`config.mk`:
```
export PLATFORM = sky130hd
export DESIGN_NAME = lsu_ctrl
export DESIGN_NICKNAME = d
export VERILOG_FILES = /design/src/rtl/lsu_pkg.sv /design/src/rtl/lsu_byte_lane.sv /design/src/rtl/lsu_ctrl.sv
export SDC_FILE = /design/constraint.sdc
export NUM_CORES = 1
export LEC_CHECK = 0
export ABC_AREA = 0
export BUFFER_PORTS_ARGS = -buffer_cell sky130_fd_sc_hd__buf_4
export CAP_MARGIN = 10
export CORE_MARGIN = 1.5
export CORE_UTILIZATION = 50
export CTS_CLUSTER_DIAMETER = 80
export CTS_CLUSTER_SIZE = 8
export DETAILED_ROUTE_END_ITERATION = 8
export GPL_ROUTABILITY_DRIVEN = 0
export PLACE_DENSITY = 0.85
export SLEW_MARGIN = 20
export SYNTH_ARGS = -nofsm -noshare
export SYNTH_HDL_FRONTEND = slang
export SYNTH_SLANG_ARGS = --single-unit
export TNS_END_PERCENT = 1
```
`constraint.sdc`:
```
create_clock -name clk -period 2.6 [get_ports clk]
set_input_delay 0.52 -clock clk [delete_from_list [all_inputs] [get_ports clk]]
set_output_delay 0.52 -clock clk [all_outputs]
set_load 0.1 [all_outputs]
```
`src/rtl/lsu_pkg.sv`:
```
// Shared definitions for the load/store unit: request opcodes, FSM states,
// and alignment helpers used by lsu_ctrl.
package lsu_pkg;

  typedef enum logic [2:0] {
    OP_LW  = 3'd0,
    OP_LH  = 3'd1,
    OP_LHU = 3'd2,
    OP_LB  = 3'd3,
    OP_LBU = 3'd4,
    OP_SW  = 3'd5,
    OP_SH  = 3'd6,
    OP_SB  = 3'd7
  } lsu_op_e;

  typedef enum logic [1:0] {
    ST_IDLE  = 2'd0,
    ST_READ  = 2'd1,
    ST_WRITE = 2'd2,
    ST_RESP  = 2'd3
  } lsu_state_e;

  function automatic logic is_load(input lsu_op_e op);
    return !(op inside {OP_SW, OP_SH, OP_SB});
  endfunction

  function automatic logic is_word(input lsu_op_e op);
    return (op == OP_LW) || (op == OP_SW);
  endfunction

  function automatic logic is_half(input lsu_op_e op);
    return (op == OP_LH) || (op == OP_LHU) || (op == OP_SH);
  endfunction

  function automatic logic misaligned(input lsu_op_e op, input logic [1:0] addr_lo);
    if (is_word(op)) return addr_lo != 2'b00;
    if (is_half(op)) return addr_lo[0];
    return 1'b0;
  endfunction

  // Drops the low address bits an access of this width cannot use.
  function automatic logic [31:0] force_align(input lsu_op_e op, input logic [31:0] addr);
    if (is_word(op)) return {addr[31:2], 2'b00};
    if (is_half(op)) return {addr[31:1], 1'b0};
    return addr;
  endfunction

endpackage

```
`src/rtl/lsu_byte_lane.sv`:
```
// Combinational byte-lane steering: merges store data into a memory word and
// extracts/extends load data from it.
module lsu_byte_lane
  import lsu_pkg::*;
(
  input  lsu_op_e     op,
  input  logic [1:0]  addr_lo,
  input  logic [31:0] word,
  input  logic [31:0] wdata,
  output logic [31:0] store_word,
  output logic [31:0] load_word
);

  logic [4:0]  bit_off;
  logic [15:0] half_v;
  logic [7:0]  byte_v;

  assign bit_off = {addr_lo, 3'b000};

  always_comb begin
    half_v     = addr_lo[1] ? word[31:16] : word[15:0];
    byte_v     = word[bit_off +: 8];
    store_word = word;
    load_word  = '0;
    case (op)
      OP_SW:  store_word = wdata;
      OP_SH: begin
        if (addr_lo[1]) store_word[31:16] = wdata[15:0];
        else            store_word[15:0]  = wdata[15:0];
      end
      OP_SB:  store_word[bit_off +: 8] = wdata[7:0];
      OP_LW:  load_word = word;
      OP_LH:  load_word = {{16{half_v[15]}}, half_v};
      OP_LHU: load_word = {16'h0000, half_v};
      OP_LB:  load_word = {{24{byte_v[7]}}, byte_v};
      OP_LBU: load_word = {24'h000000, byte_v};
      default: ;
    endcase
  end

endmodule

```
`src/rtl/lsu_ctrl.sv`:
```
// Load/store unit controller: one request at a time, read-modify-write for
// sub-word stores. Define LSU_MISALIGN_CHECK_EN to report misaligned accesses.
module lsu_ctrl
  import lsu_pkg::*;
(
  input  logic        clk,
  input  logic        reset,
  input  logic        req_valid,
  output logic        req_ready,
  input  logic [2:0]  req_op,
  input  logic [31:0] req_addr,
  input  logic [31:0] req_wdata,
  input  logic [31:0] req_pc,
  output logic        resp_valid,
  input  logic        resp_ready,
  output logic [31:0] resp_rdata,
  output logic        resp_err,
  output logic [31:0] dm_A,
  output logic [31:0] dm_WD,
  output logic        dm_WE,
  output logic [31:0] dm_PC,
  input  logic [31:0] dm_RD
);

  lsu_state_e  state;
  lsu_op_e     op_q;
  lsu_op_e     in_op;
  logic [31:0] addr_q;
  logic [31:0] wdata_q;
  logic [31:0] pc_q;
  logic [31:0] word_q;
  logic [31:0] store_word;
  logic [31:0] load_word;
`ifdef LSU_MISALIGN_CHECK_EN
  logic        err_q;
`endif

  assign in_op = lsu_op_e'(req_op);

  lsu_byte_lane u_lane (
    .op         (op_q),
    .addr_lo    (addr_q[1:0]),
    .word       (word_q),
    .wdata      (wdata_q),
    .store_word (store_word),
    .load_word  (load_word)
  );

  always_ff @(posedge clk) begin
    if (reset) begin
      state   <= ST_IDLE;
      op_q    <= OP_LW;
      addr_q  <= '0;
      wdata_q <= '0;
      pc_q    <= '0;
      word_q  <= '0;
`ifdef LSU_MISALIGN_CHECK_EN
      err_q   <= 1'b0;
`endif
    end else begin
      case (state)
        ST_IDLE: begin
          if (req_valid) begin
            op_q    <= in_op;
            wdata_q <= req_wdata;
            pc_q    <= req_pc;
`ifdef LSU_MISALIGN_CHECK_EN
            addr_q  <= req_addr;
            if (misaligned(in_op, req_addr[1:0])) begin
              err_q <= 1'b1;
              state <= ST_RESP;
            end else begin
              state <= (in_op == OP_SW) ? ST_WRITE : ST_READ;
            end
`else
            addr_q  <= force_align(in_op, req_addr);
            state   <= (in_op == OP_SW) ? ST_WRITE : ST_READ;
`endif
          end
        end
        // Sub-word stores read the old word first so the merge preserves other lanes.
        ST_READ: begin
          word_q <= dm_RD;
          state  <= is_load(op_q) ? ST_RESP : ST_WRITE;
        end
        ST_WRITE: state <= ST_RESP;
        ST_RESP: begin
          if (resp_ready) begin
            state <= ST_IDLE;
`ifdef LSU_MISALIGN_CHECK_EN
            err_q <= 1'b0;
`endif
          end
        end
        default: state <= ST_IDLE;
      endcase
    end
  end

  always_comb begin
    req_ready  = (state == ST_IDLE);
    resp_valid = (state == ST_RESP);
    dm_WE      = (state == ST_WRITE);
    dm_A       = ((state == ST_READ) || (state == ST_WRITE)) ? {addr_q[31:2], 2'b00} : 32'h0;
    dm_WD      = (state == ST_WRITE) ? store_word : 32'h0;
    dm_PC      = pc_q;
`ifdef LSU_MISALIGN_CHECK_EN
    resp_err   = (state == ST_RESP) && err_q;
    resp_rdata = ((state == ST_RESP) && !err_q) ? load_word : 32'h0;
`else
    resp_err   = 1'b0;
    resp_rdata = (state == ST_RESP) ? load_word : 32'h0;
`endif
  end

endmodule

```
==> metrics.cfg, run 1 <==
[outcome]
run_status = finished, violations left
violations = DRC, setup timing

[layout]
fill_cells = 773
layout_common_cells = 229 x buf_4, 219 x nand2_1, 128 x dfxtp_1
layout-drive-gt1-share_pct = 39.80
fin_nets = 1322
syn_to_final_growth_pct = 61.57
antenna_cells = 0
mostFrequentLayoutCell = buf_4

[worst_setup_path]
reg2regPathDepth = 6
cp_max_fo = 17
crit_type = flop to output pin
crit_required_ns = 2.08
start_kind = flop
critPathCaptureType = output pin
crit_path_start = op_q[0]
critPathMaxStageDelay_ns = 0.45
rr_startpoint = state[0]
crit_path_top_delay_cell = dfxtp_4
crit_top_cell = buf_4
cp-endpoint = dm_WD[29]
reg2reg_slack_ns = 0.59
path_cells = buf_4 > buf_8 > buf_4 > nand4_1 > o22ai_2 > a211oi_2 > nor2_4 > buf_12
reg2reg_to = wdata_q[4]
cp.arrival_ns = 2.41

[timing]
fmax_mhz = 341.8
fin_ws_ns = -0.3254
rsz0062_at_grt = yes
tns_ns = -6.095
slew_viol_final = 0
finClkSkew_ns = 0.006946
fin_crit_sh_pct = 112.5
maxSlewHeadroom_pct = 59.93
fin_crit_ns = 2.925
tightestPinTransition_ns = 0.6002
hold_viol = 0
finalSetupViolations = 62

[route]
dr.first_iter.drc_count = 1081
dr_total_vias = 8663
wl_per_cell_um = 22.74
routed.top_layer = met5
postRouteAntennaNets = 0
wl_met3_um = 4005
viasPerCell = 6.319
dr_wl_met2_um = 14400
drt_first_pass_iters = 9
routed_wl_um = 31180
drcViolationCount = 3
wl_met1_um = 10220

[die]
initial_core_util_pct = 51.29
num_io_pins = 267
die_w_um = 122.6
die_area_um2 = 15020
std_cell_rows = 43
core_area_um2 = 13930
die_height_um = 122.6

[cts]
cts_tree = built
clk_latency_ns = 0.43
clock_path_buffers = 2
cts_root_buffer = clkbuf_16
cts_sinks = 133
cts_buffers = 17
clk_pin_slew_worst_paths_ns = 0.06
cts_htree_levels = 4

[yosys]
synth_edf_count = 0
yosysWarnings = 0
syn-instance-count = 921
synthFlopType = dfxtp_1
async_reset_ff_share_pct = 0
synth_cell_types = 62
synth_area_um2 = 7147
synth_seq_cells = 133
ys_seq_area_share_pct = 37.25
avgSynthCellArea_um2 = 7.760

[job]
max_cap_viol_count = 0

[pwr]
p_per_area_nw_per_um2 = 965.0
leakage_nw = 4.557
total_power_w = 0.01114
peakVddDrop_v = 0.0008217

[global_routing]
grt_pass1_vias = 7996
overflow = 0
grt_pass1_wl_um = 42410
grt_max_degree = 52
grtUsageTotal_pct = 36.78
antenna_found_initial = 0

[place]
portBuffers = 263
preCtsSetupSlack_ns = 0.1276
dp_hpwl_um = 17770

[hold_path]
hold_path_class = primary input to flop

## synthesized netlist by cell type, drive strengths merged (2+ instances only)
library cell | number | share of area, %
nand4bb | 2 | 0.32
a31oi | 3 | 0.26
nor2b | 2 | 0.28
a22oi | 8 | 0.84
and3 | 5 | 0.44
a311oi | 2 | 0.25
a21o | 5 | 0.53
o31a | 2 | 0.25
and2 | 31 | 2.7
nand3 | 5 | 0.35
nand2 | 222 | 12
ha | 9 | 1.6
a22o | 13 | 1.6
nand2b | 8 | 0.70
clkbuf | 38 | 2.0
mux2i | 34 | 4.8
o22ai | 17 | 1.5
a221o | 14 | 2.0
nand4b | 2 | 0.25
nor3b | 2 | 0.21
nor2 | 63 | 3.5
buf | 44 | 4.2
a211oi | 13 | 1.4
mux2 | 12 | 1.9
o21a | 3 | 0.32
a222oi | 7 | 0.98
nand4 | 20 | 1.8
nor3 | 5 | 0.67
inv | 13 | 0.68
dfxtp | 133 | 37
o21ai | 28 | 2.0
a21oi | 136 | 9.7
## report_power, final
| part | internal [W] | switching [W] | leakage (nW) |
|---|---|---|---|
| clock network | 0.00157 | 0.000968 | 0.308 |
| logic | 0.00169 | 0.00388 | 3.16 |
| registers | 0.00245 | 0.000574 | 1.09 |
## layer usage
layer	GRT usage, %	vias up
met5	0	-
met3	12.17	230
li1	-	3736
met2	59.60	714
met1	41.53	3981
met4	23.55	2
## cell families after synthesis
family	count (synthesis)	share of synthesized area [%]
buf+inv	95	6.880
xor+xnor	2	0.5078
simple gates	373	23.62
flops	133	37.25
compound gates	261	23.14
mux	47	6.968
other cells	1	0.05247
fa+ha+maj	9	1.576
## worst min-delay path by stage
stage / from / endpoint / slack (ns) / cells past startpoint
after floorplan: addr_q[10] / addr_q[10] / 0.43 / 2
after global placement: addr_q[29] / addr_q[29] / 0.44 / 2
after detailed placement: addr_q[7] / addr_q[7] / 0.44 / 2
after CTS: dm_RD[8] / word_q[8] / 0.33 / 3
after global routing: req_addr[17] / addr_q[17] / 0.33 / 3
final: req_wdata[10] / wdata_q[10] / 0.34 / 3
## metrics by stage
step                      hold slack (ns)  instances  utilization, %  cell area, µm²
after global routing               0.3297       1371           82.87           11550
after floorplan                    0.4317        923               -            7600
final                              0.3353       1371           82.87           11550
after detailed placement           0.4423       1323           70.04            9759
after CTS                          0.3255       1370           80.87           11270
after global placement             0.4367       1323           70.04            9759
## area by class of cell
| cell class | count | area [µm²] | area share, % |
|---|---|---|---|
| clock buffer | 19 | 452.9 | 3.922 |
| clock inverter | 13 | 170.2 | 1.474 |
| inverter | 13 | 53.80 | 0.4659 |
| multi-input combinational | 695 | 4683 | 40.56 |
| sequential | 133 | 2679 | 23.20 |
| tap | 180 | 225.2 | 1.950 |
| timing repair buffer | 318 | 3283 | 28.43 |
## flip-flops by register name (all words and copies together), names as in the netlist
name and count:
word_q 32, wdata_q 32, op_q 3, addr_q 32
dm_PC 32, state 2
## critical path, delay by kind of cell, from the launching register on
kind,cells,cell delay (ns)
buffers and inverters,4,0.71
and+or+nand+nor,2,0.49
DFF,1,0.45
AOI/OAI and AO/OA,2,0.32
## timing repair
action | 4_1_cts | 5_1_grt
setup endpoints to repair | 64 | 64
pin swaps | 25 | 28
buffers inserted | 12 | 0
gates cloned | 3 | 1
hold buffers | 0 | 0
resized for setup | 169 | 64
Power figures use the tool's default switching activity.
==> run 2, diff against run 1 <==
==> constraint.sdc (replaced) <==
create_clock -name clk -period 2.6 [get_ports clk]
set_input_delay 0.26 -clock clk [delete_from_list [all_inputs] [get_ports clk]]
set_output_delay 0.26 -clock clk [all_outputs]
set_load 0.1 [all_outputs]
==> metrics.cfg, run 2 (same netlist as run 1, synthesis figures left out) <==
[outcome]
run_status = finished, final reports clean

[timing]
tns_ns = 0  ; +6.095 ns
rsz0062_at_grt = yes
fmax_mhz = 392.2  ; +15%
maxSlewHeadroom_pct = 60.81  ; +0.88 points
finalSetupViolations = 0  ; -100%
fin_ws_ns = 0.05040  ; +0.3758 ns
fin_crit_ns = 2.550  ; -0.3758 ns
fin_crit_sh_pct = 98.06  ; -14 points
finClkSkew_ns = 0.009584  ; +0.002638 ns
slew_viol_final = 0  ; unchanged
tightestPinTransition_ns = 0.5879  ; -0.01235 ns
hold_viol = 0  ; unchanged

[cts]
cts_tree = built
cts_htree_levels = 4  ; unchanged
clk_pin_slew_worst_paths_ns = 0.06  ; about the same
cts_sinks = 133  ; unchanged
clk_latency_ns = 0.42  ; about the same
cts_root_buffer = clkbuf_16
clock_path_buffers = 2  ; unchanged
cts_buffers = 17  ; unchanged

[layout]
final_core_util_pct = 72.78  ; -10 points
fin_nets = 1294  ; -2.1%
layout.cells.non_filler = 1342  ; -2.1%
seq_area_um2 = 2669  ; -0.37%
syn_to_final_growth_pct = 41.91
mostFrequentLayoutCell = buf_4
fill_cells = 1062  ; +37%
layout-drive-gt1-share_pct = 34.68  ; -5.1 points
multi_input_area_um2 = 4230  ; -9.7%
layout_common_cells = 248 x buf_4, 220 x nand2_1, 130 x dfxtp_1
antenna_cells = 0  ; unchanged

[route]
drt_first_pass_iters = 6  ; -3
wl_per_cell_um = 18.02  ; -21%
dr_total_vias = 7765  ; -10%
postRouteAntennaNets = 0  ; unchanged
drcViolationCount = 0  ; -3
viasPerCell = 5.786  ; -8.4%
routed_wl_um = 24190  ; -22%
dr.first_iter.drc_count = 619  ; -43%

[worst_setup_path]
start_kind = flop
cp-endpoint = dm_WD[12]
reg2regPathDepth = 6  ; unchanged
crit_path_start = op_q[1]
reg2reg_to = wdata_q[27]
critPathCaptureType = output pin
cp_max_fo = 12  ; -5
crit_type = flop to output pin
cp.arrival_ns = 2.29  ; -0.12 ns
worstSetupPathDepth = 6  ; -2
path_cells = buf_4 > and3_1 > and4_2 > a22o_1 > a21o_1 > buf_4
cp_num_buf_inv = 2  ; -2
crit_required_ns = 2.34  ; +0.26 ns
rr_startpoint = state[0]
crit_path_top_delay_cell = dfxtp_1
crit_family = simple AND/OR/NAND/NOR gates
crit_top_cell = buf_4
critPathMaxStageDelay_ns = 0.39  ; -0.06 ns
reg2reg_slack_ns = 0.80  ; +0.21 ns

[die]
die_area_um2 = 15020  ; unchanged
die_height_um = 122.6  ; unchanged
core_area_um2 = 13930  ; unchanged
num_io_pins = 267  ; unchanged
std_cell_rows = 43  ; unchanged
initial_core_util_pct = 51.29  ; unchanged
die_w_um = 122.6  ; unchanged

[global_routing]
overflow = 0  ; unchanged
grtUsageTotal_pct = 31.24  ; -5.5 points
grt_max_degree = 82  ; +58%
grt_pass1_wl_um = 35980  ; -15%
grt_pass1_vias = 6916  ; -14%
antenna_found_initial = 0  ; unchanged

[pwr]
leakage_nw = 4.188  ; -8.1%
p_per_area_nw_per_um2 = 1014  ; +5.1%
total_power_w = 0.01029  ; -7.7%
peakVddDrop_v = 0.0007358  ; -10%

[place]
portBuffers = 263  ; unchanged
dp_hpwl_um = 16780  ; -5.6%
dpl.cell_count = 1308  ; -1.1%
preCtsSetupSlack_ns = 0.3092  ; +0.1816 ns

[job]
max_cap_viol_count = 0  ; unchanged

[hold_path]
hold_path_class = primary input to flop

## run 2: metrics by stage
step	instance area (µm²)	hold slack [ns]
floorplan	7298	0.3960
global placement	9269	0.4367
detailed placement	9269	0.4418
CTS	9942	0.06862
global route	10140	0.07427
finish	10140	0.07679
## run 2: timing repair
| item | 4_1_cts | 5_1_grt |
|---|---|---|
| buffers inserted | 0 | 3 |
| cloned | 0 | 0 |
| setup endpoints to repair | 57 | 64 |
| hold endpoints to repair | 0 | 0 |
| gates resized for setup | 20 | 42 |
| pin swaps | 0 | 4 |
| hold buffers | 0 | 0 |
## run 2: worst min-delay path by stage
stage	from	endpoint	slack [ns]	depth (start not counted)
final	dm_RD[23]	word_q[23]	0.08	3
after global routing	req_addr[14]	addr_q[14]	0.07	3
after floorplan	req_addr[10]	addr_q[10]	0.40	2
after global placement	addr_q[18]	addr_q[18]	0.44	2
after detailed placement	addr_q[22]	addr_q[22]	0.44	2
after CTS	dm_RD[31]	word_q[31]	0.07	3
## run 2: layout make-up
class,instances,share of cell area [%]
clock inverters,11,1.468
inverters,13,0.4811
well taps,180,2.221
multi-input cells,695,41.71
repair buffers,290,23.40
flip-flops and latches,133,26.31
clock buffers,20,4.404
## run 2: where the power goes
group,internal (W),switching (W)
clock network,0.00153,0.000940
logic,0.00141,0.00347
registers,0.00245,0.000482
## run 2: worst min-delay path: stages
cell	delay (ns)
buf_4	0.08
mux2i_1	0.05
nor2_1	0.07
## run 2: layer usage
metal	wire (µm)	track usage, %	vias to the layer above
met1	8830	35.88	3575
met4	1005	15.19	0
met5	0	0	-
met3	2717	10.92	71
li1	-	-	3676
met2	11630	51.78	443
